--- config.mk ---
export PLATFORM = sky130hd
export DESIGN_NAME = active_list_flat
export DESIGN_NICKNAME = d
export VERILOG_FILES = /design/src/rtl/active_list_pkg.sv /design/src/rtl/active_list_if.sv /design/src/rtl/active_list.sv /design/src/flat_wrapper.sv
export SDC_FILE = /design/constraint.sdc
export NUM_CORES = 2
export LEC_CHECK = 0
export CAP_MARGIN = 20
export CORE_UTILIZATION = 35
export CTS_CLUSTER_DIAMETER = 120
export CTS_CLUSTER_SIZE = 12
export DETAILED_ROUTE_END_ITERATION = 12
export SETUP_SLACK_MARGIN = 0.5
export SKIP_LAST_GASP = 1
export SLEW_MARGIN = 20
export SYNTH_ARGS = -nofsm -noshare
export SYNTH_HDL_FRONTEND = slang
export SYNTH_SLANG_ARGS = --single-unit
--- constraint.sdc ---
create_clock -name clk -period 6.5 [get_ports clk]
set_input_delay 1.3 -clock clk [delete_from_list [all_inputs] [get_ports clk]]
set_output_delay 1.3 -clock clk [all_outputs]
set_load 0.01 [all_outputs]
--- src/rtl/active_list_pkg.sv ---
// rtl/active_list_pkg.sv - shared types and sizing for the core active list
package active_list_pkg;

  localparam int ACTIVE_LIST_DEPTH = 32;
  localparam int ACTIVE_LIST_IDXW  = $clog2(ACTIVE_LIST_DEPTH);

  typedef logic [ACTIVE_LIST_IDXW-1:0] active_list_idx_t;

  // Status bits first so the valid/done/mispredict trio sits together at the top
  typedef struct packed {
    logic        valid;
    logic        done;
    logic        mispredict;
    logic        is_branch;
    logic        uses_rw;
    logic [4:0]  rw_addr;
    logic [31:0] pc;
  } active_list_entry_t;

endpackage

--- src/rtl/active_list_if.sv ---
// rtl/active_list_if.sv - dispatch/execute/commit signal bundle for the active list
interface active_list_if import active_list_pkg::*; #(
  parameter int DEPTH = ACTIVE_LIST_DEPTH
) ();

  localparam int IDXW = $clog2(DEPTH);

  logic            alloc_valid;
  logic            alloc_ready;
  logic [31:0]     alloc_pc;
  logic            alloc_uses_rw;
  logic [4:0]      alloc_rw_addr;
  logic            alloc_is_branch;
  logic [IDXW-1:0] alloc_index;

  logic            complete_valid;
  logic [IDXW-1:0] complete_index;
  logic            complete_mispredict;

  logic            retire_valid;
  logic [IDXW-1:0] retire_index;
  logic [31:0]     retire_pc;
  logic            retire_uses_rw;
  logic [4:0]      retire_rw_addr;

  logic            flush_o;
  logic            flush_i;
  logic [IDXW:0]   count;

  // Pipeline side: dispatch, execute units and exception logic
  modport master (
    output alloc_valid, alloc_pc, alloc_uses_rw, alloc_rw_addr, alloc_is_branch,
    output complete_valid, complete_index, complete_mispredict, flush_i,
    input  alloc_ready, alloc_index, retire_valid, retire_index, retire_pc,
    input  retire_uses_rw, retire_rw_addr, flush_o, count
  );

  // Active list side
  modport slave (
    input  alloc_valid, alloc_pc, alloc_uses_rw, alloc_rw_addr, alloc_is_branch,
    input  complete_valid, complete_index, complete_mispredict, flush_i,
    output alloc_ready, alloc_index, retire_valid, retire_index, retire_pc,
    output retire_uses_rw, retire_rw_addr, flush_o, count
  );

endinterface

--- src/rtl/active_list.sv ---
// rtl/active_list.sv - in-order active list (reorder buffer) with in-order retire and flush
module active_list import active_list_pkg::*; #(
  parameter int DEPTH = ACTIVE_LIST_DEPTH
) (
  input logic         clk,
  input logic         rst_n,
  active_list_if.slave al
);

  localparam int IDXW = $clog2(DEPTH);
  localparam logic [IDXW:0] FULL = (IDXW+1)'(DEPTH);

  active_list_entry_t entries [DEPTH];
  logic [IDXW-1:0]    head;
  logic [IDXW-1:0]    tail;
  logic [IDXW:0]      cnt;

  active_list_entry_t head_e;
  logic               do_alloc;
  logic               do_retire;
  logic               do_flush;

  // Handshake decode and commit outputs, all from registered state plus this cycle's inputs
  always_comb begin
    head_e    = entries[head];
    do_retire = head_e.valid && head_e.done && !al.flush_i;
    do_flush  = al.flush_i || (do_retire && head_e.mispredict);

    // Occupancy before this cycle's retire: a full list stays blocked while it retires
    al.alloc_ready = (cnt < FULL) && !do_flush;
    do_alloc       = al.alloc_valid && al.alloc_ready;
    al.alloc_index = tail;

    al.retire_valid   = do_retire;
    al.retire_index   = head;
    al.retire_pc      = do_retire ? head_e.pc      : 32'd0;
    al.retire_uses_rw = do_retire ? head_e.uses_rw : 1'b0;
    al.retire_rw_addr = do_retire ? head_e.rw_addr : 5'd0;
    al.flush_o        = do_retire && head_e.mispredict;
    al.count          = cnt;
  end

  // Entry array, head/tail pointers and occupancy counter
  always_ff @(posedge clk or negedge rst_n) begin
    if (!rst_n) begin
      head <= '0;
      tail <= '0;
      cnt  <= '0;
      for (int i = 0; i < DEPTH; i++) entries[i] <= '0;
    end else if (do_flush) begin
      // Everything in flight is discarded, including this cycle's alloc and complete
      head <= '0;
      tail <= '0;
      cnt  <= '0;
      for (int i = 0; i < DEPTH; i++) entries[i].valid <= 1'b0;
    end else begin
      if (al.complete_valid && entries[al.complete_index].valid) begin
        entries[al.complete_index].done       <= 1'b1;
        entries[al.complete_index].mispredict <= al.complete_mispredict &&
                                                 entries[al.complete_index].is_branch;
      end
      if (do_retire) begin
        entries[head].valid <= 1'b0;
        head                <= head + 1'b1;
      end
      if (do_alloc) begin
        entries[tail] <= '{valid: 1'b1, done: 1'b0, mispredict: 1'b0,
                           is_branch: al.alloc_is_branch, uses_rw: al.alloc_uses_rw,
                           rw_addr: al.alloc_rw_addr, pc: al.alloc_pc};
        tail <= tail + 1'b1;
      end
      case ({do_alloc, do_retire})
        2'b10:   cnt <= cnt + 1'b1;
        2'b01:   cnt <= cnt - 1'b1;
        default: cnt <= cnt;
      endcase
    end
  end

endmodule

--- src/flat_wrapper.sv ---
// flat-port wrapper written by rule: the top's interface ports become plain ports
module active_list_flat import active_list_pkg::*;
#(
  parameter int DEPTH = ACTIVE_LIST_DEPTH
)
  (clk, rst_n, al_alloc_valid, al_alloc_pc, al_alloc_uses_rw, al_alloc_rw_addr, al_alloc_is_branch, al_complete_valid, al_complete_index, al_complete_mispredict, al_flush_i, al_alloc_ready, al_alloc_index, al_retire_valid, al_retire_index, al_retire_pc, al_retire_uses_rw, al_retire_rw_addr, al_flush_o, al_count);
  active_list_if #(.DEPTH(DEPTH)) al_i ();
  input logic clk;
  input logic rst_n;
  input wire logic [$bits(al_i.alloc_valid)-1:0] al_alloc_valid;
  input wire logic [$bits(al_i.alloc_pc)-1:0] al_alloc_pc;
  input wire logic [$bits(al_i.alloc_uses_rw)-1:0] al_alloc_uses_rw;
  input wire logic [$bits(al_i.alloc_rw_addr)-1:0] al_alloc_rw_addr;
  input wire logic [$bits(al_i.alloc_is_branch)-1:0] al_alloc_is_branch;
  input wire logic [$bits(al_i.complete_valid)-1:0] al_complete_valid;
  input wire logic [$bits(al_i.complete_index)-1:0] al_complete_index;
  input wire logic [$bits(al_i.complete_mispredict)-1:0] al_complete_mispredict;
  input wire logic [$bits(al_i.flush_i)-1:0] al_flush_i;
  output wire logic [$bits(al_i.alloc_ready)-1:0] al_alloc_ready;
  output wire logic [$bits(al_i.alloc_index)-1:0] al_alloc_index;
  output wire logic [$bits(al_i.retire_valid)-1:0] al_retire_valid;
  output wire logic [$bits(al_i.retire_index)-1:0] al_retire_index;
  output wire logic [$bits(al_i.retire_pc)-1:0] al_retire_pc;
  output wire logic [$bits(al_i.retire_uses_rw)-1:0] al_retire_uses_rw;
  output wire logic [$bits(al_i.retire_rw_addr)-1:0] al_retire_rw_addr;
  output wire logic [$bits(al_i.flush_o)-1:0] al_flush_o;
  output wire logic [$bits(al_i.count)-1:0] al_count;
  assign al_i.alloc_valid = al_alloc_valid;
  assign al_i.alloc_pc = al_alloc_pc;
  assign al_i.alloc_uses_rw = al_alloc_uses_rw;
  assign al_i.alloc_rw_addr = al_alloc_rw_addr;
  assign al_i.alloc_is_branch = al_alloc_is_branch;
  assign al_i.complete_valid = al_complete_valid;
  assign al_i.complete_index = al_complete_index;
  assign al_i.complete_mispredict = al_complete_mispredict;
  assign al_i.flush_i = al_flush_i;
  assign al_alloc_ready = al_i.alloc_ready;
  assign al_alloc_index = al_i.alloc_index;
  assign al_retire_valid = al_i.retire_valid;
  assign al_retire_index = al_i.retire_index;
  assign al_retire_pc = al_i.retire_pc;
  assign al_retire_uses_rw = al_i.retire_uses_rw;
  assign al_retire_rw_addr = al_i.retire_rw_addr;
  assign al_flush_o = al_i.flush_o;
  assign al_count = al_i.count;
  active_list #(.DEPTH(DEPTH)) u_core (.clk(clk), .rst_n(rst_n), .al(al_i));
endmodule
==> flow_summary.yaml <==
place:
  portBuffers: 106
  dpl.cell_count: 7811
  globalplace.congestion: 0.940
  pre_cts_ws_ns: 1.26
  placed_cell_area_sq_um: 64500
  dp_hpwl_um: 122000
power_and_ir_drop:
  power_mw: 17.2
  ir_worst_vdd_mv: 0.246
  power_frac_clock_pct: 41.0
  combPwrFrac_pct: 6.7
  switching_share_pct: 25.0
  power_leakage_nw: 28.2
  seq_power_share_pct: 52.3
  p_int_mw: 12.9
  power_switching_mw: 4.29
  p_per_area_nw_per_um2: 251
yosys:
  synthAdderAreaFrac_pct: 0.279
  synth_area_per_cell_sq_um: 10.5
  syn_nets: 5842
  ys_ff_latch: 1360
  synthMuxAreaShare_pct: 13.3
  synthArstFlopShare_pct: 100
  synth-simple-area-share_pct: 12.2
  seq_area_frac_synth_pct: 55.9
  synth_top_area_share_pct: 55.9
  synth_top_family_by_area: "compound AO/OA/AOI/OAI gates"
  synth_area_leaders: "dfrtp_1, mux4_2, nand2_1, o21ai_0, clkbuf_1"
  syn_inst: 5779
  synthesis.area_sq_um: 60900
  synth_ff_type: "dfrtp_1"
  synth_xor_area_share_pct: 0.115
  synth_compound_gate_area_share_pct: 14.6
  synth_area_leader_cell: "dfrtp_1"
  synth_edf_count: 0
  yosys_warnings: 0
  synth_cell_types: 76
clocking:
  cts.sinks: 1360
  cts_tree: "done"
  clk_latency_ns: 0.81
  cts_max_level: 4
  cts_hold_buffers: 0
  clk_pin_slew_ns: 0.07
  ctsRootBufferMaster: "clkbuf_16"
  numCtsBuffers: 131
  cts_buffer_depth: 3
run_status:
  status: "finished clean"
sta:
  rsz0062_at_grt: "false"
  slew_headroom_pct: 23.5
  fmax_mhz: 170
  final.setup.worst_slack_ns: 0.630
  min_period_ns: 5.87
  fin_crit_sh_pct: 90.3
  hold_viol: 0
  drv_slew: 0
  worst_slew_pin_slew_ns: 1.14
  finalClockSkew_ns: 0.0368
  hold_slack_ns: 0.474
  setup_tns_ns: 0
  setup_viol: 0
min_path:
  whs_path_depth: 2
  hp-start: "u_core.entries[64]"
  hold_end: "u_core.entries[64]"
  hp-class: "flop to flop"
setup_path:
  slowest_stage: "dfrtp_2"
  crit_buf_inv: 2
  critical-path-top-delay-family: "simple AND/OR/NAND/NOR gates"
  crit_chain: "or3b_4 > buf_4 > o22ai_1 > or4_1 > nor2_1 > clkdlybuf4s50_1"
  max_stage_delay_ns: 0.76
  critical_path_required_ns: 5.20
  r2r_slack_ns: 1.41
  rr_endpoint: "u_core.entries[1091]"
  crit_cells: 6
  path_class: "flop to output port"
  r2r.worst_path.cells: 12
  rr_startpoint: "u_core.al.retire_index[1]"
  cp.arrival_ns: 4.57
  cp-end-kind: "output port"
  start_kind: "flop"
  cp_max_fo: 35
layout:
  fillerInstances: 16400
  nets: 5703
  stdcell_count: 7967
  post-route-util_pct: 39.6
  n_antenna_cell: 0
  drive_gt1_share_pct: 13.1
  fin_area_sq_um: 68200
  synthToLayoutAreaGrowth_pct: 12.1
drt:
  routed_wl_um: 221000
  ant_nets: 0
  vias: 47900
  routed_via_density: 6.01
  wl_per_cell_um: 27.7
  dr.pass1.iters: 6
  drt_iter0_drc: 5638
  drc: 0
die:
  ioPinCount: 107
  die-area_sq_um: 176000
  rows: 152
  die_h_um: 419
  initial_core_util_pct: 35.4
  die_x_um: 419
  core-area_sq_um: 172000
global_routing:
  track_usage_pct: 25.0
  antenna_found_initial: 10
  overflow: 0
  grt_max_degree: 191
  grt_pass1_vias: 47900
  grt_pass1_wl_um: 326000
job:
  cap_violations: 0
registers in the layout (all words and copies together) (netlist names):
register / cells
u_core.entries: 1344
u_core.al.retire_index: 5
u_core.al.alloc_index: 5
u_core.al.count: 6
tightest hold or removal path, delay by kind of cell (launching register included):
kind               cells  cell delay [ns]
DFF                    1             0.34
AOI/OAI and AO/OA      1             0.06
and+or+nand+nor        1             0.04
synth_stat cells (6+ instances only):
cell type	count
a21oi_1	62
mux4_2	313
a31o_2	26
dfrtp_1	1360
nor3_1	14
buf_2	159
o21ai_0	1109
o2bb2ai_1	39
o2111ai_1	6
clkbuf_1	277
a21boi_0	8
and2_1	10
or4_1	39
nor2b_1	7
nand3b_1	8
nand3_1	57
buf_1	63
nor2_1	153
inv_1	9
o32ai_1	6
o21ai_1	113
nand2_1	1516
xnor2_1	6
o21a_1	15
or3_1	16
buf_4	14
ha_1	12
a22oi_1	6
o22ai_1	165
mux2_2	47
mux2i_1	53
worst max-delay path by stage:
stage	startpoint	to	slack [ns]
after floorplan	u_core.al.retire_index[1]	al_alloc_ready	2.34
after global placement	al_flush_i	al_retire_rw_addr[3]	1.24
after detailed placement	u_core.al.retire_index[2]	al_retire_pc[18]	1.26
after CTS	u_core.al.retire_index[4]	al_retire_pc[18]	0.51
after global routing	u_core.al.retire_index[2]	al_retire_rw_addr[0]	0.58
final	u_core.al.retire_index[2]	al_retire_pc[31]	0.63
power by group through the flow:
stage | clock network (mW) | registers, mW | logic [mW]
2_1_floorplan | 0 | 9.06 | 0.609
3_3_place_gp | 0 | 9.10 | 1.13
3_5_place_dp | 0 | 9.12 | 1.15
4_1_cts | 7.12 | 8.96 | 1.16
5_1_grt | 7.42 | 8.99 | 1.27
6_report | 7.02 | 8.97 | 1.16
final cells by class:
class,count,area (sq um),share of cell area [%]
clock inverter,14,234,0.343
tap,2310,2890,4.24
clock buffer,136,3340,4.89
inverter,11,41.3,0.0605
multi-input combinational,3897,25100,36.8
timing repair buffer,239,2540,3.73
sequential,1360,34000,49.9
cells by family (layout without fill, tap and decap cells):
kind of cell / Yosys count / after routing
AO/OA/AOI/OAI: 1608 / 1608
XOR/XNOR: 8 / 8
adder cells (fa/ha/maj): 13 / 13
buffers and inverters: 524 / 400
flip-flops: 1360 / 1360
multiplexers: 413 / 413
AND/OR/NAND/NOR: 1853 / 1855
cells in the final DEF, fill, tap and decap left out, types with 26 or more instances in the layout:
| cell | netlist | layout |
|---|---|---|
| a21oi_1 | 62 | 62 |
| a31o_2 | 26 | 26 |
| buf_12 | 0 | 33 |
| buf_4 | 14 | 94 |
| clkbuf_16 | 0 | 133 |
| clkdlybuf4s50_1 | 0 | 104 |
| dfrtp_1 | 1360 | 1355 |
| mux2_2 | 47 | 47 |
| mux2i_1 | 53 | 53 |
| mux4_2 | 313 | 313 |
| nand2_1 | 1516 | 1515 |
| nand3_1 | 57 | 55 |
| nor2_1 | 153 | 152 |
| o21ai_0 | 1109 | 1104 |
| o21ai_1 | 113 | 102 |
| o22ai_1 | 165 | 165 |
| o2bb2ai_1 | 39 | 39 |
| or4_1 | 39 | 39 |
per-layer routing:
layer / GRT usage, % / up-vias / wire length [um] / share of wire (%)
met4: 10.5 / 8 / 10400 / 4.7
met3: 5.74 / 544 / 21000 / 9.5
met2: 38.8 / 2495 / 100000 / 45
met1: 33.6 / 24900 / 88800 / 40
li1: - / 20000 / - / -
met5: 0 / - / 48 / 0.022
what timing repair did:
action | 4_1_cts | 5_1_grt
endpoints found under the setup margin | 22 | 25
gates resized for setup | 6 | 5
endpoints found under the hold margin | 0 | 0
setup buffers | 1 | 1
cloned | 1 | 1
pin swaps | 1 | 1
No activity file was read; power rests on OpenSTA's default activity.
